--- config.mk ---
export PLATFORM = sky130hd
export DESIGN_NAME = bit_serial_logic_seq
export DESIGN_NICKNAME = d
export VERILOG_FILES = /design/src/rtl/logic_unit_pkg.sv /design/src/rtl/bit_serial_logic_seq.sv
export SDC_FILE = /design/constraint.sdc
export NUM_CORES = 1
export LEC_CHECK = 0
export ABC_CLOCK_PERIOD_IN_PS = 1690
export BUFFER_PORTS_ARGS = -buffer_cell sky130_fd_sc_hd__buf_2
export CORE_ASPECT_RATIO = 1.25
export CORE_MARGIN = 8
export CORE_UTILIZATION = 52
export CTS_BUF_LIST = sky130_fd_sc_hd__clkbuf_8
export DETAILED_ROUTE_END_ITERATION = 8
export PLACE_DENSITY = 0.75
export REMOVE_ABC_BUFFERS = 1
export SLEW_MARGIN = 20
export SYNTH_ARGS = -nofsm -noshare
export SYNTH_HDL_FRONTEND = slang
export SYNTH_SLANG_ARGS = --single-unit
--- constraint.sdc ---
create_clock -name clk_i -period 1.69 [get_ports clk_i]
set_input_delay 0.338 -clock clk_i [delete_from_list [all_inputs] [get_ports clk_i]]
set_output_delay 0.338 -clock clk_i [all_outputs]
set_load 0.005 [all_outputs]
--- src/rtl/logic_unit_pkg.sv ---
// Shared definitions for the bit-serial logic sequencer and its 1-bit logic unit.
//   - op select constants (same encoding on the command port and on lu_chave)
//   - sequencer FSM state encoding
//   - golden_bit(): reference result of one logic-unit evaluation
package logic_unit_pkg;

  localparam logic [1:0] OP_OR   = 2'b00;
  localparam logic [1:0] OP_NOR  = 2'b01;
  localparam logic [1:0] OP_XOR  = 2'b10;
  localparam logic [1:0] OP_XNOR = 2'b11;

  typedef enum logic [1:0] {
    StIdle  = 2'b00,
    StShift = 2'b01,
    StDone  = 2'b10
  } seq_state_e;

  function automatic logic golden_bit(input logic [1:0] op, input logic a, input logic b);
    logic r;
    case (op)
      OP_OR:   r = a | b;
      OP_NOR:  r = ~(a | b);
      OP_XOR:  r = a ^ b;
      OP_XNOR: r = ~(a ^ b);
      default: r = 1'b0;
    endcase
    return r;
  endfunction

endpackage

--- src/rtl/bit_serial_logic_seq.sv ---
// Bit-serial driver for the external 1-bit programmable logic unit.
// A WIDTH-bit command (op, A, B) is accepted over valid/ready, streamed LSB-first into the
// logic unit one bit per clock, and the unit's result bits are collected into a WIDTH-bit
// word presented downstream over valid/ready.
//
// Ports
//   clk_i          rising-edge clock
//   reset_i        asynchronous, active-high reset
//   cmd_valid_i    command offered
//   cmd_ready_o    command accepted on cmd_valid_i & cmd_ready_o at a clock edge
//   cmd_op_i       op select: 00 OR, 01 NOR, 10 XOR, 11 XNOR
//   cmd_a_i        operand A
//   cmd_b_i        operand B
//   lu_a_o         current bit of A to the logic unit (0 outside SHIFT)
//   lu_b_o         current bit of B to the logic unit (0 outside SHIFT)
//   lu_chave_o     op select to the logic unit (0 outside SHIFT)
//   lu_result_i    logic unit output, combinational from lu_a_o/lu_b_o/lu_chave_o
//   res_valid_o    result word available
//   res_ready_i    downstream accepts the result on res_valid_o & res_ready_i
//   res_data_o     assembled result word, held after the handshake
//   busy_o         high whenever the FSM is not idle
//   chk_err_o      sticky: a result bit disagreed with the locally computed golden bit
module bit_serial_logic_seq
  import logic_unit_pkg::*;
#(
  parameter int unsigned WIDTH = 8
) (
  input  logic             clk_i,
  input  logic             reset_i,
  input  logic             cmd_valid_i,
  output logic             cmd_ready_o,
  input  logic [1:0]       cmd_op_i,
  input  logic [WIDTH-1:0] cmd_a_i,
  input  logic [WIDTH-1:0] cmd_b_i,
  output logic             lu_a_o,
  output logic             lu_b_o,
  output logic [1:0]       lu_chave_o,
  input  logic             lu_result_i,
  output logic             res_valid_o,
  input  logic             res_ready_i,
  output logic [WIDTH-1:0] res_data_o,
  output logic             busy_o,
  output logic             chk_err_o
);

  localparam int unsigned     IdxW    = $clog2(WIDTH);
  localparam logic [IdxW-1:0] IdxLast = IdxW'(WIDTH - 1);

  seq_state_e       state_q;
  logic [IdxW-1:0]  idx_q;
  // Operand bits not yet presented to the logic unit; bit 0 is the next one.
  logic [WIDTH-2:0] a_rem_q;
  logic [WIDTH-2:0] b_rem_q;
  logic [WIDTH-1:0] res_q;
  logic [WIDTH-1:0] res_data_q;
  logic             cmd_ready_q;
  logic             res_valid_q;
  logic             busy_q;
  logic             lu_a_q;
  logic             lu_b_q;
  logic [1:0]       lu_chave_q;
  logic             chk_err_q;

  logic [WIDTH-1:0] res_d;
  logic             golden;

  // Result word with the current logic-unit bit merged in at idx.
  always_comb begin
    res_d        = res_q;
    res_d[idx_q] = lu_result_i;
  end

  // The lu_* registers hold exactly the latched op and A[idx]/B[idx] during SHIFT.
  assign golden = golden_bit(lu_chave_q, lu_a_q, lu_b_q);

  always_ff @(posedge clk_i or posedge reset_i) begin
    if (reset_i) begin
      state_q     <= StIdle;
      idx_q       <= '0;
      a_rem_q     <= '0;
      b_rem_q     <= '0;
      res_q       <= '0;
      res_data_q  <= '0;
      cmd_ready_q <= 1'b1;
      res_valid_q <= 1'b0;
      busy_q      <= 1'b0;
      lu_a_q      <= 1'b0;
      lu_b_q      <= 1'b0;
      lu_chave_q  <= 2'b00;
      chk_err_q   <= 1'b0;
    end else begin
      unique case (state_q)
        StIdle: begin
          if (cmd_valid_i && cmd_ready_q) begin
            lu_a_q      <= cmd_a_i[0];
            lu_b_q      <= cmd_b_i[0];
            lu_chave_q  <= cmd_op_i;
            a_rem_q     <= cmd_a_i[WIDTH-1:1];
            b_rem_q     <= cmd_b_i[WIDTH-1:1];
            res_q       <= '0;
            idx_q       <= '0;
            cmd_ready_q <= 1'b0;
            busy_q      <= 1'b1;
            state_q     <= StShift;
          end
        end

        StShift: begin
          res_q <= res_d;
          // The stored bit is always the unit's answer; the golden bit only flags errors.
          if (lu_result_i != golden) begin
            chk_err_q <= 1'b1;
          end
          if (idx_q == IdxLast) begin
            res_data_q  <= res_d;
            res_valid_q <= 1'b1;
            lu_a_q      <= 1'b0;
            lu_b_q      <= 1'b0;
            lu_chave_q  <= 2'b00;
            state_q     <= StDone;
          end else begin
            idx_q   <= idx_q + 1'b1;
            lu_a_q  <= a_rem_q[0];
            lu_b_q  <= b_rem_q[0];
            a_rem_q <= a_rem_q >> 1;
            b_rem_q <= b_rem_q >> 1;
          end
        end

        StDone: begin
          // cmd_ready rises only after the handshake, so a waiting command is
          // taken on the following idle cycle.
          if (res_ready_i) begin
            res_valid_q <= 1'b0;
            cmd_ready_q <= 1'b1;
            busy_q      <= 1'b0;
            state_q     <= StIdle;
          end
        end

        default: begin
          state_q     <= StIdle;
          cmd_ready_q <= 1'b1;
          res_valid_q <= 1'b0;
          busy_q      <= 1'b0;
          lu_a_q      <= 1'b0;
          lu_b_q      <= 1'b0;
          lu_chave_q  <= 2'b00;
        end
      endcase
    end
  end

  assign cmd_ready_o = cmd_ready_q;
  assign res_valid_o = res_valid_q;
  assign res_data_o  = res_data_q;
  assign busy_o      = busy_q;
  assign lu_a_o      = lu_a_q;
  assign lu_b_o      = lu_b_q;
  assign lu_chave_o  = lu_chave_q;
  assign chk_err_o   = chk_err_q;

endmodule

## Yosys cells after proc, flatten, opt, wreduce, memory -nomap -nowiden

Cells that the tools add are included.

| operators by class | value |
|---|---|
| $add $sub $neg | 1 |
| $lt $le $gt $ge | 2 |
| equal/unequal tests | 11 |
| mux-type cells | 36 |
| bitwise logic cells | 7 |
| reduce and logical (&&, ||, !) cells | 14 |

Operator list:

| cell | count |
|---|---|
| 7-bit two-way mux | 4 |
| 7-bit case mux with 2 select lines | 2 |
| 8-bit case mux with 2 select lines | 1 |
| 1-bit case mux with 3 select lines | 5 |
| 3-bit AND reduction | 5 |
| 2-bit case mux with 3 select lines | 2 |
| 1-bit two-way mux | 10 |
| 2-bit two-way mux | 5 |
| 8-bit bitwise mux | 1 |
| 8-bit two-way mux | 1 |
| 2-bit != test, second input constant | 4 |
| 2-bit AND reduction | 4 |
| 2-bit == test, second input constant | 3 |
| 3-bit two-way mux | 2 |
| 3-bit case mux with 2 select lines | 1 |
| 1-bit NOT | 5 |
| 2-bit by 1-bit == test with 1-bit output, second input constant | 2 |
| 2-bit zero test | 2 |
| 3-bit by 4-bit less-than comparator with 1-bit output, second input constant | 1 |
| 1-bit case mux with 4 select lines | 1 |
| 3-bit by 1-bit adder with 3-bit output, second input constant | 1 |
| 1-bit demux with 3-bit select | 1 |
| 3-bit == test, second input constant | 1 |
| 3-bit by 1-bit greater-or-equal comparator with 1-bit output, second input constant | 1 |
| other kinds (5) | 6 |

| storage, ports and cells | value |
|---|---|
| bits in registers | 43 |
| input bits | 23 |
| logic and storage cells | 84 |

## Logic depth before layout (Yosys ltp)

Gate-level depths: netlist of the first run.

| logic depth | value |
|---|---|
| depth after elaboration | 6 |
| gate-level depth with buffers | 7 |
| gate-level depth less buffers | 6 |

## Least setup slack after synthesis of the first run

No wires, ideal clock.

| timing | value |
|---|---|
| kind | register to register |
| from | register idx_q[0] |
| to | register a_rem_q[1] |
| setup time | 0.125 ns |
| data arrival time | 1.660 ns |
| path slack | -0.095 ns |
| cell stages (with the launch flop) | 8 |
| clock period less this slack | 1.785 ns |
| cells stage by stage | dfrtp_1 ha_1 ha_1 nand2b_1 a21o_4 inv_4 buf_8 mux2_4 |

| between the ends | value |
|---|---|
| cells in the longest elaborated chain, start to end | 3 |

Ends and longest elaborated chain:

| element | line | text |
|---|---|---|
| start, declared | bit_serial_logic_seq.sv:50 | `logic [IdxW-1:0] idx_q;` |
| start signal, assigned | bit_serial_logic_seq.sv:122 | `idx_q <= idx_q + 1'b1;` |
| 3-bit == test | bit_serial_logic_seq.sv:114 | `if (idx_q == IdxLast) begin` |
| 2-bit != test (no source line) | -- |  |
| 3-bit AND reduction (no source line) | -- |  |
| end signal, assigned | bit_serial_logic_seq.sv:98 | `a_rem_q <= cmd_a_i[WIDTH-1:1];` |
| end signal, assigned | bit_serial_logic_seq.sv:125 | `a_rem_q <= a_rem_q >> 1;` |
| end, declared | bit_serial_logic_seq.sv:52 | `logic [WIDTH-2:0] a_rem_q;` |

No other way between the ends.
A chain may end at the register's enable or synchronous reset.

## Final worst setup path of the first run

| timing | value |
|---|---|
| from | register idx_q[0] |
| to | register b_rem_q[3] |

| between the ends | value |
|---|---|
| cells in the longest elaborated chain, start to end | 3 |

Ends and longest elaborated chain:

| element | line | text |
|---|---|---|
| 3-bit == test | bit_serial_logic_seq.sv:114 |  |
| 2-bit != test (no source line) | -- |  |
| 3-bit AND reduction (no source line) | -- |  |
| end signal, assigned | bit_serial_logic_seq.sv:99 | `b_rem_q <= cmd_b_i[WIDTH-1:1];` |
| end signal, assigned | bit_serial_logic_seq.sv:126 | `b_rem_q <= b_rem_q >> 1;` |
| end, declared | bit_serial_logic_seq.sv:53 | `logic [WIDTH-2:0] b_rem_q;` |

No other way between the ends.

==> results of run 1 <==
-- synthesized netlist by cell type (all sizes together) --
cell type,number
a2bb2oi,1
o2bb2ai,10
nand3b,5
a221o,1
o21ai,10
and4bb,1
inv,8
nor2,3
o22a,1
a21o,2
o31ai,1
o22ai,1
xnor2,1
ha,3
dfrtp,42
mux2i,10
nand3,1
nor3,1
nor3b,3
dfstp,1
a22o,6
and3b,1
nand2,11
mux2,23
or3,1
a41o,1
buf,9
nand2b,2
nor2b,2
and2,1
a21oi,2
-- metal layers --
layer | wire, um | track usage | vias up
li1 | - | - | 689
met1 | 1900 | 0.171 | 720
met2 | 2500 | 0.267 | 30
met3 | 165 | 0.0403 | 6
met4 | 48 | 0.0547 | 0
met5 | 0 | 0 | -
-- sequential cells by signal (all words and copies together) (netlist names) --
signal	cells
res_valid_o	1
chk_err_o	1
state_q	2
a_rem_q	7
lu_b_o	1
res_data_o	8
lu_a_o	1
busy_o	1
res_q	8
idx_q	3
b_rem_q	7
cmd_ready_o	1
lu_chave_o	2
-- power groups by stage --
| stage | Combinational [W] | Clock [W] | Sequential [W] |
|---|---|---|---|
| after floorplan | 0.00119 | 0 | 0.00174 |
| after CTS | 0.00190 | 0.000656 | 0.00173 |
| after global routing | 0.00212 | 0.000700 | 0.00178 |
| after detailed placement | 0.00182 | 0 | 0.00174 |
| after global placement | 0.00170 | 0 | 0.00170 |
| final | 0.00194 | 0.000645 | 0.00173 |
-- path summary, 6_finish.rpt --
kind	slack [ps]	from	depth (start not counted)	endpoint
max in group asynchronous	1120	reset_i	3	cmd_ready_o
setup / recovery	40	idx_q[0]	6	b_rem_q[3]
setup reg to reg	40	idx_q[0]	6	b_rem_q[3]
min in group clk_i	270	res_ready_i	2	state_q[1]
hold / removal	190	reset_i	3	res_q[4]
hold reg to reg	470	res_data_o[3]	2	res_data_o[3]
-- logic make-up (layout without fill, tap and decap cells) --
kind of cell | after synthesis | count (layout) | share of synthesized area
compound gates | 36 | 36 | 0.130
xor+xnor | 1 | 1 | 0.00415
fa+ha+maj | 3 | 3 | 0.0178
buf+inv | 17 | 65 | 0.0445
flops | 43 | 43 | 0.510
mux | 33 | 33 | 0.202
simple gates | 32 | 32 | 0.0913
-- per-stage QoR --
step           instance area [um^2]  TNS [ps]  utilization  std cells  total power [W]
2_1_floorplan                  2050     -1970            -        156          0.00293
3_3_place_gp                   2380      -579        0.596        260          0.00341
3_5_place_dp                   2380     -1250        0.596        260          0.00355
4_1_cts                        2510         0        0.627        268          0.00429
5_1_grt                        2540     -44.6        0.634        269          0.00460
6_report                       2540         0        0.634        269          0.00432
-- worst min-delay path: cells and delay by family --
family	cells	cell delay [ps]
buffers and inverters	3	600
-- area by class of cell --
type,count,area share
Sequential cell,43,0.425
Multi-Input combinational cell,105,0.384
Timing Repair Buffer,49,0.109
Clock buffer,6,0.0326
Tap cell,56,0.0276
Inverter,8,0.0168
Timing Repair inverter,1,0.00345
Clock inverter,1,0.00197
-- what timing repair did --
action                                  in CTS  in global routing
endpoints found under the setup margin      12                 12
pin swaps                                    1                  2
buffers inserted                             0                  1
gates resized for setup                      8                  4
cloned                                       1                  0
==> results.json, run 1 <==
{
  "multi_input_area_um2": 973,
  "finalHoldViolCount": 0,
  "worstMarginPinSlew_ps": 545,
  "dr.pass1.iters": 4,
  "timing.final.crit_share": 0.977,
  "vias": 1445,
  "drtIter0Drc": 67,
  "finClkSkew_ps": 6.21,
  "gp_congestion": 0.796,
  "drive_gt1_frac": 0.418,
  "drc": 0,
  "wirelength_um": 4610,
  "clk_pin_slew_ps": 80,
  "switchingPower_w": 0.00146,
  "grt_pass1_wl_um": 7590,
  "end_kind": "flop",
  "mostFrequentLayoutCells": "dfrtp_1 (42), buf_2 (38), mux2_4 (21)",
  "cts-root-buf": "clkbuf_8",
  "syn_area_um2": 2110,
  "grt_pass1_vias": 1557,
  "fin_crit_ps": 1650,
  "crit_path_start_kind": "flop",
  "pwr-share-clk": 0.149,
  "swShare": 0.337,
  "synth_seq_cells": 43,
  "antenna_found_initial": 0,
  "io_pins": 39,
  "synth_cell_types": 38,
  "start_util": 0.528,
  "hpwlAfterDp_um": 3390,
  "nFillCells": 333,
  "cpPeakStageDelay_ps": 390,
  "cp_top_family": "flip-flops",
  "row_count": 26,
  "worst_path_max_delay_cell": "dfrtp_1",
  "status": "completed",
  "ant_nets": 0,
  "io_buffers": 38,
  "grt_use_total": 0.152,
  "core-area_um2": 4000,
  "arrival_ps": 1820,
  "final_nets": 239,
  "areaGrowthSynthToFinish_pct": 20.2,
  "slew_headroom": 0.637,
  "hold_slack_ps": 192,
  "p_leak_nw": 1.26,
  "finalWorstSetupSlack_ps": 38.1,
  "yosys.area.top_type": "dfrtp_1",
  "die_h_um": 87.2,
  "rsz0062_at_grt": "yes",
  "slew_viol_final": 0,
  "cts_tree": "done",
  "gr-total-overflow": 0,
  "cts_hold_repair.buffers": 0,
  "holdCritPathClass": "in -> async",
  "cap_viol_max_count": 0,
  "syn-instance-count": 165,
  "crit_required_ps": 1860,
  "cp.buffers_inverters": 1,
  "clock_latency_ps": 280,
  "setup_viol": 0,
  "ys_top_cells_by_area": "dfrtp_1 (50%), mux2_4 (13%), mux2i_1 (4.7%)",
  "cts_num_sinks": 43,
  "wl_per_cell_um": 17.2,
  "die_x_um": 73.0,
  "ys_seq_area_frac": 0.510,
  "grt_max_degree": 44,
  "synth_top_area_frac": 0.498,
  "vdd_drop_max_mv": 0.859,
  "powerDensity_nw_per_um2": 1700,
  "cts_buffer_depth": 2,
  "yosysWarnings": 0,
  "combPwrFrac": 0.450,
  "dieArea_um2": 6370,
  "via_per_inst": 5.37,
  "fmax_mhz": 605,
  "path_max_fanout": 6,
  "pre_cts_slack_ps": -153,
  "h-tree-depth": 2,
  "syn_area_per_cell_um2": 12.8,
  "mostFrequentLayoutCell": "dfrtp_1",
  "seqPwrFrac": 0.401,
  "diodes": 0,
  "seq_area_um2": 1080,
  "critical_path_class": "reg -> reg",
  "crit_path_cell_trace": "ha_2 > ha_4 > nand2b_4 > a21o_4 > inv_6 > mux2_4",
  "internal_power_w": 0.00286,
  "numCtsBuffers": 5
}
Note: power is estimated with default switching activity, not from simulation.
==> inputs of run 2 (changes only) <==
BUFFER_PORTS_ARGS = not set   (was -buffer_cell sky130_fd_sc_hd__buf_2)
CORE_UTILIZATION = 55   (was 52)
DONT_BUFFER_PORTS = 1   (was not set)
PLACE_DENSITY = 0.7   (was 0.75)
==> results.json, run 2 (synthesis gave the netlist of run 1 again) <==
{
  "final_nets": 201,
  "die_x_um": 71.4,
  "path_max_fanout": 5,
  "critical_path_class": "reg -> reg",
  "pre_cts_slack_ps": -107,
  "finClkSkew_ps": 5.62,
  "end_kind": "flop",
  "dr.pass1.iters": 4,
  "regToRegStartpoint": "idx_q[1]",
  "crit_start": "idx_q[1]",
  "cts-root-buf": "clkbuf_8",
  "vias": 1306,
  "worst_path_max_delay_cell": "dfrtp_1",
  "drc": 0,
  "h-tree-depth": 2,
  "mostFrequentLayoutCells": "dfrtp_1 (42), mux2_4 (20), nand2_1 (11)",
  "row_count": 25,
  "diodes": 0,
  "io_buffers": 0,
  "fmax_mhz": 607,
  "gp_congestion": 0.813,
  "grt_pass1_vias": 1427,
  "grt_pass1_wl_um": 6780,
  "core-area_um2": 3720,
  "cts_num_sinks": 43,
  "start_util": 0.567,
  "final_area_um2": 2320,
  "mostFrequentLayoutCell": "dfrtp_1",
  "final_util": 0.623,
  "grt_max_degree": 44,
  "crit_required_ps": 1860,
  "power_w": 0.00409,
  "crit_path_start_kind": "flop",
  "worstMarginPinSlew_ps": 529,
  "clk_pin_slew_ps": 70,
  "status": "completed",
  "slew_headroom": 0.647,
  "p_leak_nw": 1.10,
  "cap_viol_max_count": 0,
  "dieArea_um2": 6090,
  "gr-total-overflow": 0,
  "cpPeakStageDelay_ps": 390,
  "drive_gt1_frac": 0.291,
  "cts_tree": "done",
  "finalHoldViolCount": 0,
  "holdCritPathClass": "in -> async",
  "vdd_drop_max_mv": 0.882,
  "cts_hold_repair.buffers": 0,
  "wl_per_cell_um": 18.8,
  "rsz0062_at_grt": "yes",
  "arrival_ps": 1820,
  "areaGrowthSynthToFinish_pct": 9.78,
  "powerDensity_nw_per_um2": 1770,
  "hpwlAfterDp_um": 2820,
  "crit_path_cell_trace": "ha_2 > ha_4 > nand2b_4 > a21o_4 > buf_6 > mux2_2",
  "drtIter0Drc": 69,
  "timing.final.crit_share": 0.975,
  "die_h_um": 85.3,
  "ant_nets": 0,
  "clock_latency_ps": 290,
  "nFillCells": 290,
  "grt_use_total": 0.140,
  "antenna_found_initial": 0,
  "io_pins": 39,
  "wirelength_um": 4050,
  "via_per_inst": 6.07,
  "placed_cell_area_um2": 2170,
  "numCtsBuffers": 5,
  "finalWorstSetupSlack_ps": 42.2,
  "setup_viol": 0,
  "cts_buffer_depth": 2,
  "fin_crit_ps": 1650,
  "slew_viol_final": 0
}
==> run 2: cell types whose count changed in the layout (fill, tap and decap cells not counted), sizes merged <==
cell / change
buf: -38
clkinv: -1
inv: +1
==> run 2: where the power goes <==
group / total [W] / switching (W) / leakage [nW] / internal, W
clock network: 0.000644 / 0.000323 / 0.0470 / 0.000321
registers: 0.00176 / 0.000306 / 0.522 / 0.00145
logic: 0.00169 / 0.000728 / 0.535 / 0.000960
==> run 2: per-stage QoR <==
stage / instances / TNS (ps) / hold WS (ps)
after floorplan: 156 / -1970 / 424
after global placement: 206 / -429 / 386
after detailed placement: 206 / -731 / 397
after CTS: 214 / 0 / 81.1
after global routing: 215 / -53.1 / 131
final: 215 / 0 / 68.8
==> run 2: layout make-up <==
type | instances | area, um^2 | area share
inverters | 8 | 37.5 | 0.0162
well taps | 40 | 50.0 | 0.0216
clock inverters | 1 | 5.00 | 0.00216
flip-flops and latches | 43 | 1080 | 0.465
multi-input cells | 105 | 970 | 0.418
repair buffers | 11 | 86.3 | 0.0373
clock buffers | 6 | 82.6 | 0.0356
repair inverters | 1 | 8.76 | 0.00378
==> run 2: routing by layer <==
layer	GRT usage	up-vias	wire length, um
met4	0.0702	0	74
li1	-	611	-
met3	0.0425	7	212
met1	0.151	658	1700
met5	0	-	0
met2	0.239	30	2060
==> run 2: final timing paths <==
path                               end  slack, ps  cells past startpoint
setup / recovery              idx_q[0]         40                      6
hold / removal              b_rem_q[0]         70                      2
setup reg to reg              idx_q[0]         40                      6
hold reg to reg               res_q[0]        490                      1
max in group asynchronous  cmd_ready_o       1250                      2
min in group clk_i          state_q[1]        130                      1
==> run 2: critical path: cells and delay by family (launching register included) <==
kind / cells / cell delay, ps
flops: 1 / 390
fa+ha+maj: 2 / 350
mux: 1 / 260
compound gates: 1 / 250
simple gates: 1 / 140
buf+inv: 1 / 140
==> run 2: timing repair <==
item                                    4_1_cts  5_1_grt
pin swaps                                     1        2
gates cloned                                  1        0
setup buffers                                 0        1
endpoints found under the setup margin       13       13
resized for setup                             6        4
